## config.mk

```make
export PLATFORM = sky130hd
export DESIGN_NAME = universal_gate_sequencer_flat
export DESIGN_NICKNAME = d
export VERILOG_FILES = /design/src/rtl/universal_gate_sequencer_pkg.sv /design/src/rtl/universal_gate_sequencer_if.sv /design/src/rtl/universal_gate.sv /design/src/rtl/universal_gate_sequencer.sv /design/src/flat_wrapper.sv
export SDC_FILE = /design/constraint.sdc
export NUM_CORES = 1
export LEC_CHECK = 0
export BUFFER_PORTS_ARGS = -buffer_cell sky130_fd_sc_hd__buf_2
export CORE_MARGIN = 1.5
export CORE_UTILIZATION = 40
export CTS_CLUSTER_DIAMETER = 200
export DETAILED_ROUTE_END_ITERATION = 6
export GPL_TIMING_DRIVEN = 0
export PLACE_DENSITY = 0.57
export SYNTH_ARGS = -nofsm -noshare
export SYNTH_HDL_FRONTEND = slang
export SYNTH_SLANG_ARGS = --single-unit
```

## constraint.sdc

```tcl
create_clock -name clk -period 3.1 [get_ports clk]
set_input_delay 0.155 -clock clk [delete_from_list [all_inputs] [get_ports clk]]
set_output_delay 0.155 -clock clk [all_outputs]
set_load 0.02 [all_outputs]
```

## src/rtl/universal_gate_sequencer_pkg.sv

```systemverilog
// Shared opcodes, state encoding and per-opcode micro-step counts for the
// bit-serial universal gate sequencer.
package universal_gate_sequencer_pkg;

  localparam int unsigned OP_W   = 3;
  localparam int unsigned STEP_W = 3;

  localparam logic [OP_W-1:0] OP_NAND = 3'd0;
  localparam logic [OP_W-1:0] OP_NOR  = 3'd1;
  localparam logic [OP_W-1:0] OP_AND  = 3'd2;
  localparam logic [OP_W-1:0] OP_OR   = 3'd3;
  localparam logic [OP_W-1:0] OP_XOR  = 3'd4;
  localparam logic [OP_W-1:0] OP_XNOR = 3'd5;
  localparam logic [OP_W-1:0] OP_NOT  = 3'd6;
  localparam logic [OP_W-1:0] OP_RSVD = 3'd7;

  typedef enum logic [1:0] {
    IDLE = 2'd0,
    EXEC = 2'd1,
    DONE = 2'd2
  } state_t;

  // Destination of the primitive's output on the current micro-step.
  typedef enum logic [2:0] {
    WR_NONE = 3'd0,
    WR_T1   = 3'd1,
    WR_T2   = 3'd2,
    WR_T3   = 3'd3,
    WR_RES  = 3'd4
  } wr_sel_t;

  function automatic logic [STEP_W-1:0] step_count(input logic [OP_W-1:0] op);
    logic [STEP_W-1:0] s;
    case (op)
      OP_NAND, OP_NOR, OP_NOT: s = 3'd1;
      OP_AND, OP_OR:           s = 3'd2;
      OP_XOR:                  s = 3'd4;
      OP_XNOR:                 s = 3'd5;
      default:                 s = 3'd0;
    endcase
    return s;
  endfunction

endpackage

```

## src/rtl/universal_gate_sequencer_if.sv

```systemverilog
// Command (valid/ready) and result (valid/ready) channels between the
// requester and the sequencer.
interface universal_gate_sequencer_if #(
  parameter int unsigned WIDTH = 8
) ();
  logic             in_valid;
  logic             in_ready;
  logic [2:0]       op;
  logic [WIDTH-1:0] a;
  logic [WIDTH-1:0] b;
  logic             out_valid;
  logic             out_ready;
  logic [WIDTH-1:0] result;
  logic             err;

  modport master (
    output in_valid, op, a, b, out_ready,
    input  in_ready, out_valid, result, err
  );

  modport slave (
    input  in_valid, op, a, b, out_ready,
    output in_ready, out_valid, result, err
  );
endinterface

```

## src/rtl/universal_gate.sv

```systemverilog
// Single 1-bit universal primitive exposing both NAND and NOR of its inputs.
module universal_gate (
  input  logic a,
  input  logic b,
  output logic NAND_out,
  output logic NOR_out
);
  assign NAND_out = ~(a & b);
  assign NOR_out  = ~(a | b);
endmodule

```

## src/rtl/universal_gate_sequencer.sv

```systemverilog
// Bit-serial evaluator of 2-input logic functions built from repeated
// evaluations of one shared NAND/NOR primitive, LSB first.
module universal_gate_sequencer
  import universal_gate_sequencer_pkg::*;
#(
  parameter int unsigned WIDTH = 8,
  parameter int unsigned CNT_W = 16
) (
  input  logic                        clk,
  input  logic                        rst_n,
  universal_gate_sequencer_if.slave   bus,
  output logic [CNT_W-1:0]            gate_evals
);

  localparam int unsigned IDX_W = (WIDTH > 1) ? $clog2(WIDTH) : 1;
  localparam logic [IDX_W-1:0] LAST_IDX = IDX_W'(WIDTH - 1);

  state_t              state, next_state;
  logic [OP_W-1:0]     op_q;
  logic [WIDTH-1:0]    a_q, b_q;
  logic [IDX_W-1:0]    bit_idx, bit_idx_d;
  logic [STEP_W-1:0]   step, step_d;
  logic                t1, t2, t3, t1_d, t2_d, t3_d;
  logic [WIDTH-1:0]    result, result_d;
  logic                err, err_d;
  logic                out_valid, out_valid_d;
  logic                in_ready, in_ready_d;
  logic [CNT_W-1:0]    gate_evals_d;

  logic                x, y;
  logic                ga, gb, use_nor;
  wr_sel_t             wr_sel;
  logic                nand_o, nor_o, gate_o;
  logic                accept, release_hs, last_step, last_bit;

  assign bus.in_ready  = in_ready;
  assign bus.out_valid = out_valid;
  assign bus.result    = result;
  assign bus.err       = err;

  assign accept     = (state == IDLE) && bus.in_valid && in_ready;
  assign release_hs = (state == DONE) && out_valid && bus.out_ready;
  assign last_step  = (step == (step_count(op_q) - STEP_W'(1)));
  assign last_bit   = (bit_idx == LAST_IDX);

  assign x = a_q[bit_idx];
  assign y = b_q[bit_idx];

  universal_gate u_gate (
    .a        (ga),
    .b        (gb),
    .NAND_out (nand_o),
    .NOR_out  (nor_o)
  );

  assign gate_o = use_nor ? nor_o : nand_o;

  // State register.
  always_ff @(posedge clk) begin
    if (!rst_n) state <= IDLE;
    else        state <= next_state;
  end

  // Next-state logic.
  always_comb begin
    next_state = state;
    case (state)
      IDLE: if (accept) next_state = (bus.op == OP_RSVD) ? DONE : EXEC;
      EXEC: if (last_step && last_bit) next_state = DONE;
      DONE: if (release_hs) next_state = IDLE;
      default: next_state = IDLE;
    endcase
  end

  // Primitive input muxing and destination select for the current micro-step.
  always_comb begin
    ga      = x;
    gb      = y;
    use_nor = 1'b0;
    wr_sel  = WR_NONE;
    if (state == EXEC) begin
      case (op_q)
        OP_NAND: wr_sel = WR_RES;
        OP_NOR: begin
          use_nor = 1'b1;
          wr_sel  = WR_RES;
        end
        OP_AND, OP_OR: begin
          use_nor = (op_q == OP_OR);
          if (step == 3'd0) begin
            wr_sel = WR_T1;
          end else begin
            ga     = t1;
            gb     = t1;
            wr_sel = WR_RES;
          end
        end
        OP_NOT: begin
          gb     = x;
          wr_sel = WR_RES;
        end
        OP_XOR, OP_XNOR: begin
          case (step)
            3'd0: wr_sel = WR_T1;
            3'd1: begin
              gb     = t1;
              wr_sel = WR_T2;
            end
            3'd2: begin
              ga     = y;
              gb     = t1;
              wr_sel = WR_T3;
            end
            3'd3: begin
              ga     = t2;
              gb     = t3;
              // XNOR keeps the XOR bit in t1 for its final inversion.
              wr_sel = (op_q == OP_XOR) ? WR_RES : WR_T1;
            end
            default: begin
              ga     = t1;
              gb     = t1;
              wr_sel = WR_RES;
            end
          endcase
        end
        default: wr_sel = WR_NONE;
      endcase
    end
  end

  // Datapath next values.
  always_comb begin
    bit_idx_d    = bit_idx;
    step_d       = step;
    t1_d         = t1;
    t2_d         = t2;
    t3_d         = t3;
    result_d     = result;
    err_d        = err;
    gate_evals_d = gate_evals;
    in_ready_d   = (next_state == IDLE);
    // A reserved op reaches DONE from IDLE and raises out_valid one edge later.
    out_valid_d  = (next_state == DONE) && (state != IDLE);

    if (accept) begin
      bit_idx_d = '0;
      step_d    = '0;
      result_d  = '0;
      err_d     = (bus.op == OP_RSVD);
    end

    if (state == EXEC) begin
      if (gate_evals != {CNT_W{1'b1}}) gate_evals_d = gate_evals + CNT_W'(1);
      case (wr_sel)
        WR_T1:   t1_d = gate_o;
        WR_T2:   t2_d = gate_o;
        WR_T3:   t3_d = gate_o;
        WR_RES:  result_d[bit_idx] = gate_o;
        default: ;
      endcase
      if (last_step) begin
        step_d = '0;
        if (!last_bit) bit_idx_d = bit_idx + IDX_W'(1);
      end else begin
        step_d = step + STEP_W'(1);
      end
    end
  end

  // Datapath and output registers.
  always_ff @(posedge clk) begin
    if (!rst_n) begin
      op_q       <= '0;
      a_q        <= '0;
      b_q        <= '0;
      bit_idx    <= '0;
      step       <= '0;
      t1         <= 1'b0;
      t2         <= 1'b0;
      t3         <= 1'b0;
      result     <= '0;
      err        <= 1'b0;
      out_valid  <= 1'b0;
      in_ready   <= 1'b1;
      gate_evals <= '0;
    end else begin
      if (accept) begin
        op_q <= bus.op;
        a_q  <= bus.a;
        b_q  <= bus.b;
      end
      bit_idx    <= bit_idx_d;
      step       <= step_d;
      t1         <= t1_d;
      t2         <= t2_d;
      t3         <= t3_d;
      result     <= result_d;
      err        <= err_d;
      out_valid  <= out_valid_d;
      in_ready   <= in_ready_d;
      gate_evals <= gate_evals_d;
    end
  end

endmodule

```

## src/flat_wrapper.sv

```systemverilog
// flat-port wrapper written by rule: the top's interface ports become plain ports
module universal_gate_sequencer_flat import universal_gate_sequencer_pkg::*;
#(
  parameter int unsigned WIDTH = 8,
  parameter int unsigned CNT_W = 16
)
  (clk, rst_n, gate_evals, bus_in_valid, bus_op, bus_a, bus_b, bus_out_ready, bus_in_ready, bus_out_valid, bus_result, bus_err);
  universal_gate_sequencer_if #(.WIDTH(WIDTH)) bus_i ();
  input  logic clk;
  input  logic rst_n;
  output logic [CNT_W-1:0] gate_evals;
  input wire logic [$bits(bus_i.in_valid)-1:0] bus_in_valid;
  input wire logic [$bits(bus_i.op)-1:0] bus_op;
  input wire logic [$bits(bus_i.a)-1:0] bus_a;
  input wire logic [$bits(bus_i.b)-1:0] bus_b;
  input wire logic [$bits(bus_i.out_ready)-1:0] bus_out_ready;
  output wire logic [$bits(bus_i.in_ready)-1:0] bus_in_ready;
  output wire logic [$bits(bus_i.out_valid)-1:0] bus_out_valid;
  output wire logic [$bits(bus_i.result)-1:0] bus_result;
  output wire logic [$bits(bus_i.err)-1:0] bus_err;
  assign bus_i.in_valid = bus_in_valid;
  assign bus_i.op = bus_op;
  assign bus_i.a = bus_a;
  assign bus_i.b = bus_b;
  assign bus_i.out_ready = bus_out_ready;
  assign bus_in_ready = bus_i.in_ready;
  assign bus_out_valid = bus_i.out_valid;
  assign bus_result = bus_i.result;
  assign bus_err = bus_i.err;
  universal_gate_sequencer #(.WIDTH(WIDTH), .CNT_W(CNT_W)) u_core (.clk(clk), .rst_n(rst_n), .bus(bus_i), .gate_evals(gate_evals));
endmodule
```

# Word level (Yosys, flattened, before mapping)
# Cells that the tools add are included.
# op_classes
eq_ne	20
n_mux	39
bitwise	4
order_cmp	2
reduce_logical	21
add_sub_neg	4
# ops
cell	count
two-way mux 3 bit	10
two-way mux 8 bit	3
one-hot mux 3 bit (4 select lines)	2
equality test 3 x 2 -> 1 bit, second input constant	6
equality test 3 bit, second input constant	6
adder 16 x 1 -> 16 bit, second input constant	1
inequality test 16 bit, second input constant	1
equality test 3 x 1 -> 1 bit, second input constant	3
two-way mux 1 bit	9
one-hot mux 3 bit (3 select lines)	1
bitwise mux 8 bit	1
two-way mux 2 bit	4
AND reduction 2 bit	4
logical AND 1 bit	7
adder 3 x 1 -> 3 bit, second input constant	2
binary-select mux 1 bit (select 3 bit)	2
zero test 3 bit	2
one-hot mux 1 bit (2 select lines)	3
one-hot mux 1 bit (3 select lines)	2
one-hot mux 2 bit (3 select lines)	1
OR reduction 2 bit	3
equality test 2 bit, second input constant	2
zero test 2 bit	2
< comparator 3 x 4 -> 1 bit, second input constant	1
other kinds (10)	12
# word_totals
out_inout_bits	27
ff_bits	57
input_bits	23
word_cells	104

# Depth between registers and ports, before layout
# Gate-level depths: netlist of run 1.
# depth
ltp_word	11
mapped_depth	11
ltp_nobuf	10

# By module
# Synthesis of run 1 repeated with hierarchy kept, for this count alone.
# hier_totals
cells_unflattened	357
area_unflattened_um2	2995.4
# modules_own_cells
module	area_each_um2	cells_each	n_inst	seq_area_each_um2
universal_gate_sequencer	2987.9	355	1	1141.1
universal_gate	7.5	2	1	0.0

# Worst setup path before layout of run 1
# Ideal clock, no wire load.
# synth_timing
path_type	register to register
startpoint	register u_core.op_q[1]
endpoint	register u_core.result[0] (netlist: u_core.bus.result[0])
n_path_buf	2
setup_ps	144
stages_incl_launch_ff	11
t_required_ps	2956
arrival_ps	2143
slack_ps	813
period_less_slack_ps	2287
path_cell_list	dfxtp_1 buf_2 inv_1 ha_1 buf_2 nand2_1 a21oi_1 nor4b_1 nand2_1 nor3_1 a311oi_2
# synth_via
elab_chain_len	10
word_cells_on_any_way	29
cone_classes	7 x eq/ne; 14 x mux; 4 x bitwise; 4 x reduce/logical
# synth_lines
element	line_no	source
start: declaration	universal_gate_sequencer.sv:19	logic [OP_W-1:0] op_q;
start signal: assignment	universal_gate_sequencer.sv:189	op_q <= bus.op;
parallel branches: the longest is 8 deep, another holds one-hot mux 3 bit (4 select lines)	--	
two-way mux 8 bit (*)	universal_gate_sequencer.sv:155	case (wr_sel)
two-way mux 8 bit (*)	universal_gate_sequencer.sv:153	if (state == EXEC) begin
end signal: assignment	universal_gate_sequencer.sv:198	result <= result_d;
end: declaration	universal_gate_sequencer.sv:24	logic [WIDTH-1:0] result, result_d;
# Mark *: on every way between the ends.
# A chain may end at the register's enable or synchronous reset.

# Worst setup path after layout of run 1
# layout_timing
startpoint	register u_core.op_q[1]
endpoint	register u_core.result[4] (netlist: u_core.bus.result[4])
# Same word-level chain as after synthesis.

==> results.yml, run 1 <==
cts:
  path_clk_slew_ns: 0.07
  cts_resized: 0
  clock-sinks: 57
  clock_latency_ns: 0.34
  cts_setup_buffers: 0
  htree_levels: 3
  root_buffer: "clkbuf_8"
  cts.hold.buffers_added: 0
  cts_buffers: 9
  clk_path_buf_depth: 2
  cts_tree: "built"
timing:
  hold_slack_ns: 0.0514
  rsz0062_at_grt: "no"
  setup_violations: 0
  max_freq_mhz: 371
  slew_viol_final: 0
  worst_pin_slew_ns: 0.830
  fin_tns_setup_ns: 0
  post-route-period-util_pct: 87.0
  relSlewSlack_pct: 44.3
  fin_skew_ns: 0.00488
  finalHoldViolations: 0
  min_period_ns: 2.70
floorplan:
  start_util_pct: 41.3
  die_width_um: 92.0
  core.rowCount: 32
  die_h_um: 92.0
  io_pins: 50
  dieArea_um2: 8470
  core_area_um2: 7690
placement:
  port_buffers: 49
  place_congestion: 0.840
  dpl.hpwl_mm: 5.94
global_route:
  grt_antenna_before_repair: 0
  grt_usage_pct: 20.2
  grt_pass1_wl_mm: 13.5
  grt-ovfl-total: 0
  grt_max_degree: 11
  grt_pass1_vias: 2769
min_path:
  whs_path_depth: 3
  hp-class: "in2reg"
  min_to: "u_core.b_q[0]"
  hp-start: "bus_b[0]"
logic_synthesis:
  ys_types: 64
  synth-compound-area-share_pct: 21.9
  synthAdderAreaFrac_pct: 4.73
  synth_warnings: 0
  synth_top_family_by_area: "simple AND/OR/NAND/NOR gates"
  synthArstFlopShare_pct: 0
  synth_xor_area_share_pct: 5.13
  muxShareOfSynthArea_pct: 3.51
  synth_nets: 413
  ys_seq_area_share_pct: 36.0
  yosys.area_share.simple_pct: 23.9
  synthFlopType: "dfxtp_1"
  ys_ff_latch: 57
  syn_avg_cell_area_um2: 8.39
  postSynthCellCount: 378
  syn_area_um2: 3170
  synth_edf_count: 0
route:
  ant_nets: 0
  wire_per_inst_um: 14.8
  via_per_inst: 5.40
  drc: 0
  num_vias: 2945
  dr.pass1.iters: 4
  wl_mm: 8.09
  detail_route.iter0.violations: 171
pwr:
  power.leakage_uw: 0.00145
  vdd_ir_drop_max_uv: 228
  fin_total_pwr_uw: 2230
  pwr_density_cell_nw_per_um2: 590
layout:
  final_cell_mix: "nand2_1 (58), dfxtp_1 (57), buf_2 (53)"
  diodes: 0
  drive_gt1_share_pct: 21.7
  layout-area-overhead-vs-synth_pct: 19.1
  final_common_cell: "nand2_1"
  utilization_pct: 49.1
  final_nets: 473
critical_path:
  start_kind: "flip-flop"
  path_max_fanout: 10
  r2r_cells: 10
  rr_startpoint: "u_core.op_q[1]"
  worst_setup_path_end_kind: "flip-flop"
  criticalPathCategory: "reg2reg"
  reg2reg_setup_slack_ns: 0.40
  worstPathCellList: "buf_2, inv_1, ha_1, buf_2, nand2_1, a21oi_1, nor4_2, nand2_1, nor3_1, a311oi_2"
  r2r_end: "u_core.bus.result[4]"
  arrival_ns: 2.89
  slowest_stage: "nor4_2"
  max_stage_delay_ns: 0.52
  worstPathRequired_ns: 3.29
outcome:
  status: "complete, no violations"
run:
  cap_violations: 0
report_power, final:
part	internal (uW)	total, uW	switching [uW]
registers	791	836	45.2
logic	217	613	396
clock network	473	781	308
through the flow:
| stage | std cells | instance area, um2 | setup WS [ns] |
|---|---|---|---|
| floorplan | 378 | 3170 | 0.813 |
| global placement | 529 | 3540 | 0.248 |
| detailed placement | 529 | 3540 | 0.211 |
| CTS | 545 | 3760 | 0.190 |
| global route | 545 | 3780 | 0.153 |
| finish | 545 | 3780 | 0.404 |
worst max-delay path, delay by kind of cell (launching register included):
family | cells | cell delay (ns)
buf+inv | 3 | 0.54
flops | 1 | 0.35
fa+ha+maj | 1 | 0.27
simple gates | 4 | 1.10
compound gates | 2 | 0.28
Yosys cell counts (7+ instances only):
library cell	count	area [um2]
nor4_1	8	50.1
a32oi_1	7	61.3
dfxtp_1	57	1140
xnor2_1	11	96.3
inv_1	14	52.6
ha_1	12	150
nand3_1	17	85.1
o21ai_0	10	50.1
clkbuf_1	11	41.3
nor3_1	14	70.1
a21oi_1	34	170
nor2_1	29	109
nand2_1	58	218
how the worst max path moves through the flow:
stage / start / slack (ns) / cells past startpoint / endpoint
after floorplan: u_core.op_q[1] / 0.81 / 10 / u_core.bus.result[0]
after global placement: u_core.op_q[1] / 0.25 / 10 / u_core.bus.result[2]
after detailed placement: u_core.op_q[1] / 0.21 / 10 / u_core.bus.result[2]
after CTS: u_core.op_q[1] / 0.19 / 10 / u_core.bus.result[2]
after global routing: u_core.step[0] / 0.15 / 8 / u_core.bus.result[2]
final: u_core.op_q[1] / 0.40 / 10 / u_core.bus.result[4]
layer usage:
metal / wire length, um / global-route usage, %
met1: 4030 / 28.0
met2: 3560 / 29.8
met3: 343 / 3.81
met4: 157 / 9.87
met5: 0 / 0
state kept, by name, summed over array words and instances (netlist names):
| signal | cells |
|---|---|
| u_core.bit_idx | 3 |
| u_core.step | 3 |
| u_core.gate_evals | 16 |
| u_core.state | 2 |
| u_core.a_q | 8 |
| u_core.t3 | 1 |
| u_core.t2 | 1 |
| u_core.bus.err | 1 |
| u_core.bus.out_valid | 1 |
| u_core.bus.in_ready | 1 |
| u_core.bus.result | 8 |
| u_core.op_q | 3 |
| u_core.b_q | 8 |
| u_core.t1 | 1 |
area by class of cell:
class / count / area, um2
fill: 785 / 3910
buffer: 20 / 93.8
clock inverter: 5 / 78.8
tap: 102 / 128
timing repair buffer: 49 / 245
inverter: 16 / 60.1
clock buffer: 11 / 141
multi-input combinational: 285 / 1890
sequential: 57 / 1140
kinds of logic after synthesis:
kind of cell / count (synthesis)
mux: 7
compound gates: 91
simple gates: 158
fa+ha+maj: 12
flops: 57
xor+xnor: 17
buf+inv: 36
(Power assumes the default switching activity.)
==> inputs of run 2 (changes only) <==
- CORE_UTILIZATION: 40 -> 57
- PLACE_DENSITY: 0.57 -> 0.77
==> results.yml, run 2 (synthesis gave the netlist of run 1 again) <==
outcome:
  status: "complete, no violations"
timing:
  relSlewSlack_pct: 43.4
  worst_pin_slew_ns: 0.844
  post-route-period-util_pct: 90.9
  rsz0062_at_grt: "no"
  setup_violations: 0
  fin_tns_setup_ns: 0
  fin_skew_ns: 0.0108
  min_period_ns: 2.82
  finalHoldViolations: 0
  max_freq_mhz: 355
  slew_viol_final: 0
cts:
  clk_path_buf_depth: 2
  cts_setup_buffers: 0
  root_buffer: "clkbuf_8"
  cts.hold.buffers_added: 0
  cts_tree: "built"
  path_clk_slew_ns: 0.06
  clock-sinks: 57
  clock_latency_ns: 0.33
  cts_resized: 0
  htree_levels: 3
  cts_buffers: 9
pwr:
  p_int_uw: 1400
  p_sw_share_pct: 34.0
  clockPowerShare_pct: 31.8
  fin_total_pwr_uw: 2120
  power_frac_comb_pct: 28.6
  seqPwrFrac_pct: 39.5
  power_switching_uw: 720
  pwr_density_cell_nw_per_um2: 574
  vdd_ir_drop_max_uv: 383
  power.leakage_uw: 0.00143
floorplan:
  core_area_um2: 5240
  start_util_pct: 60.6
  die_h_um: 77.6
  io_pins: 50
  core.rowCount: 26
  die_width_um: 77.6
  dieArea_um2: 6020
critical_path:
  worstSetupStartpoint: "u_core.op_q[1]"
  path_max_fanout: 10
  start_kind: "flip-flop"
  worstPathRequired_ns: 3.28
  criticalPathCategory: "reg2reg"
  rr_startpoint: "u_core.op_q[1]"
  arrival_ns: 2.99
  worst_setup_path_end_kind: "flip-flop"
route:
  wl_mm: 7.46
  dr.pass1.iters: 5
  wire_per_inst_um: 14.5
  num_vias: 2942
  via_per_inst: 5.73
  detail_route.iter0.violations: 180
  drc: 0
  ant_nets: 0
global_route:
  grt_pass1_vias: 2778
  grt_pass1_wl_mm: 12.9
  grt_max_degree: 11
  grt-ovfl-total: 0
  grt_antenna_before_repair: 0
  grt_usage_pct: 26.7
run:
  cap_violations: 0
layout:
  largest-register: "u_core.gate_evals"
  largest_reg_flops: 16
  final_cell_mix: "nand2_1 (58), dfxtp_1 (57), buf_2 (53)"
  drive_gt1_share_pct: 20.8
  diodes: 0
  final_common_cell: "nand2_1"
  layout-area-overhead-vs-synth_pct: 16.4
  final_nets: 473
placement:
  port_buffers: 49
  dpl.hpwl_mm: 5.61
  place_congestion: 0.938
min_path:
  hp-class: "in2reg"
  hp-start: "bus_a[1]"
-- run 2: worst max-delay path, stage by stage (launching register included) --
cell and delay [ns]:
dfxtp_1 0.35, buf_2 0.23, inv_1 0.11, ha_1 0.25
buf_2 0.19, nand2_1 0.08, a21oi_1 0.11, nor4b_1 0.72
nand2_1 0.28, nor3_1 0.24, a311oi_2 0.12
-- run 2: path summary, 6_finish.rpt --
path / depth (start not counted) / slack [ns] / endpoint
hold / removal: 3 / 0.07 / u_core.a_q[1]
setup reg to reg: 10 / 0.28 / u_core.bus.result[0]
hold reg to reg: 2 / 0.45 / u_core.a_q[0]
setup / recovery: 10 / 0.28 / u_core.bus.result[0]
-- run 2: final cells by class --
| class | count | area (um2) |
|---|---|---|
| Multi-Input combinational cell | 285 | 1880 |
| Fill cell | 445 | 1540 |
| Sequential cell | 57 | 1140 |
| Timing Repair Buffer | 49 | 245 |
| Clock buffer | 13 | 149 |
| Buffer | 20 | 93.8 |
| Tap cell | 70 | 87.6 |
| Inverter | 16 | 60.1 |
| Clock inverter | 3 | 40.0 |
-- run 2: metrics by stage --
step | std cells | hold slack, ns | area [um2] | utilization (%) | worst slack [ns]
5_1_grt | 513 | 0.0726 | 3690 | 70.5 | 0.0215
3_5_place_dp | 497 | 0.399 | 3500 | 66.9 | 0.330
6_report | 513 | 0.0656 | 3690 | 70.5 | 0.282
2_1_floorplan | 378 | 0.291 | 3170 | - | 0.813
3_3_place_gp | 497 | 0.395 | 3500 | 66.9 | 0.345
4_1_cts | 513 | 0.0538 | 3690 | 70.5 | 0.318
-- run 2: routing by layer --
layer / GRT usage, % / part of all wire, % / up-vias
li1: - / - / 1483
met1: 36.2 / 48 / 1362
met2: 41.7 / 45 / 86
met3: 4.59 / 4.7 / 11
met4: 11.6 / 1.9 / 0
met5: 0 / 0 / -
-- run 2: power groups by stage --
stage          combinational (uW)  sequential, uW  clock (uW)
3_5_place_dp                  599             852           0
4_1_cts                       601             836         685
6_report                      607             837         675
3_3_place_gp                  591             850           0
5_1_grt                       672             845         717
2_1_floorplan                 443             855           0
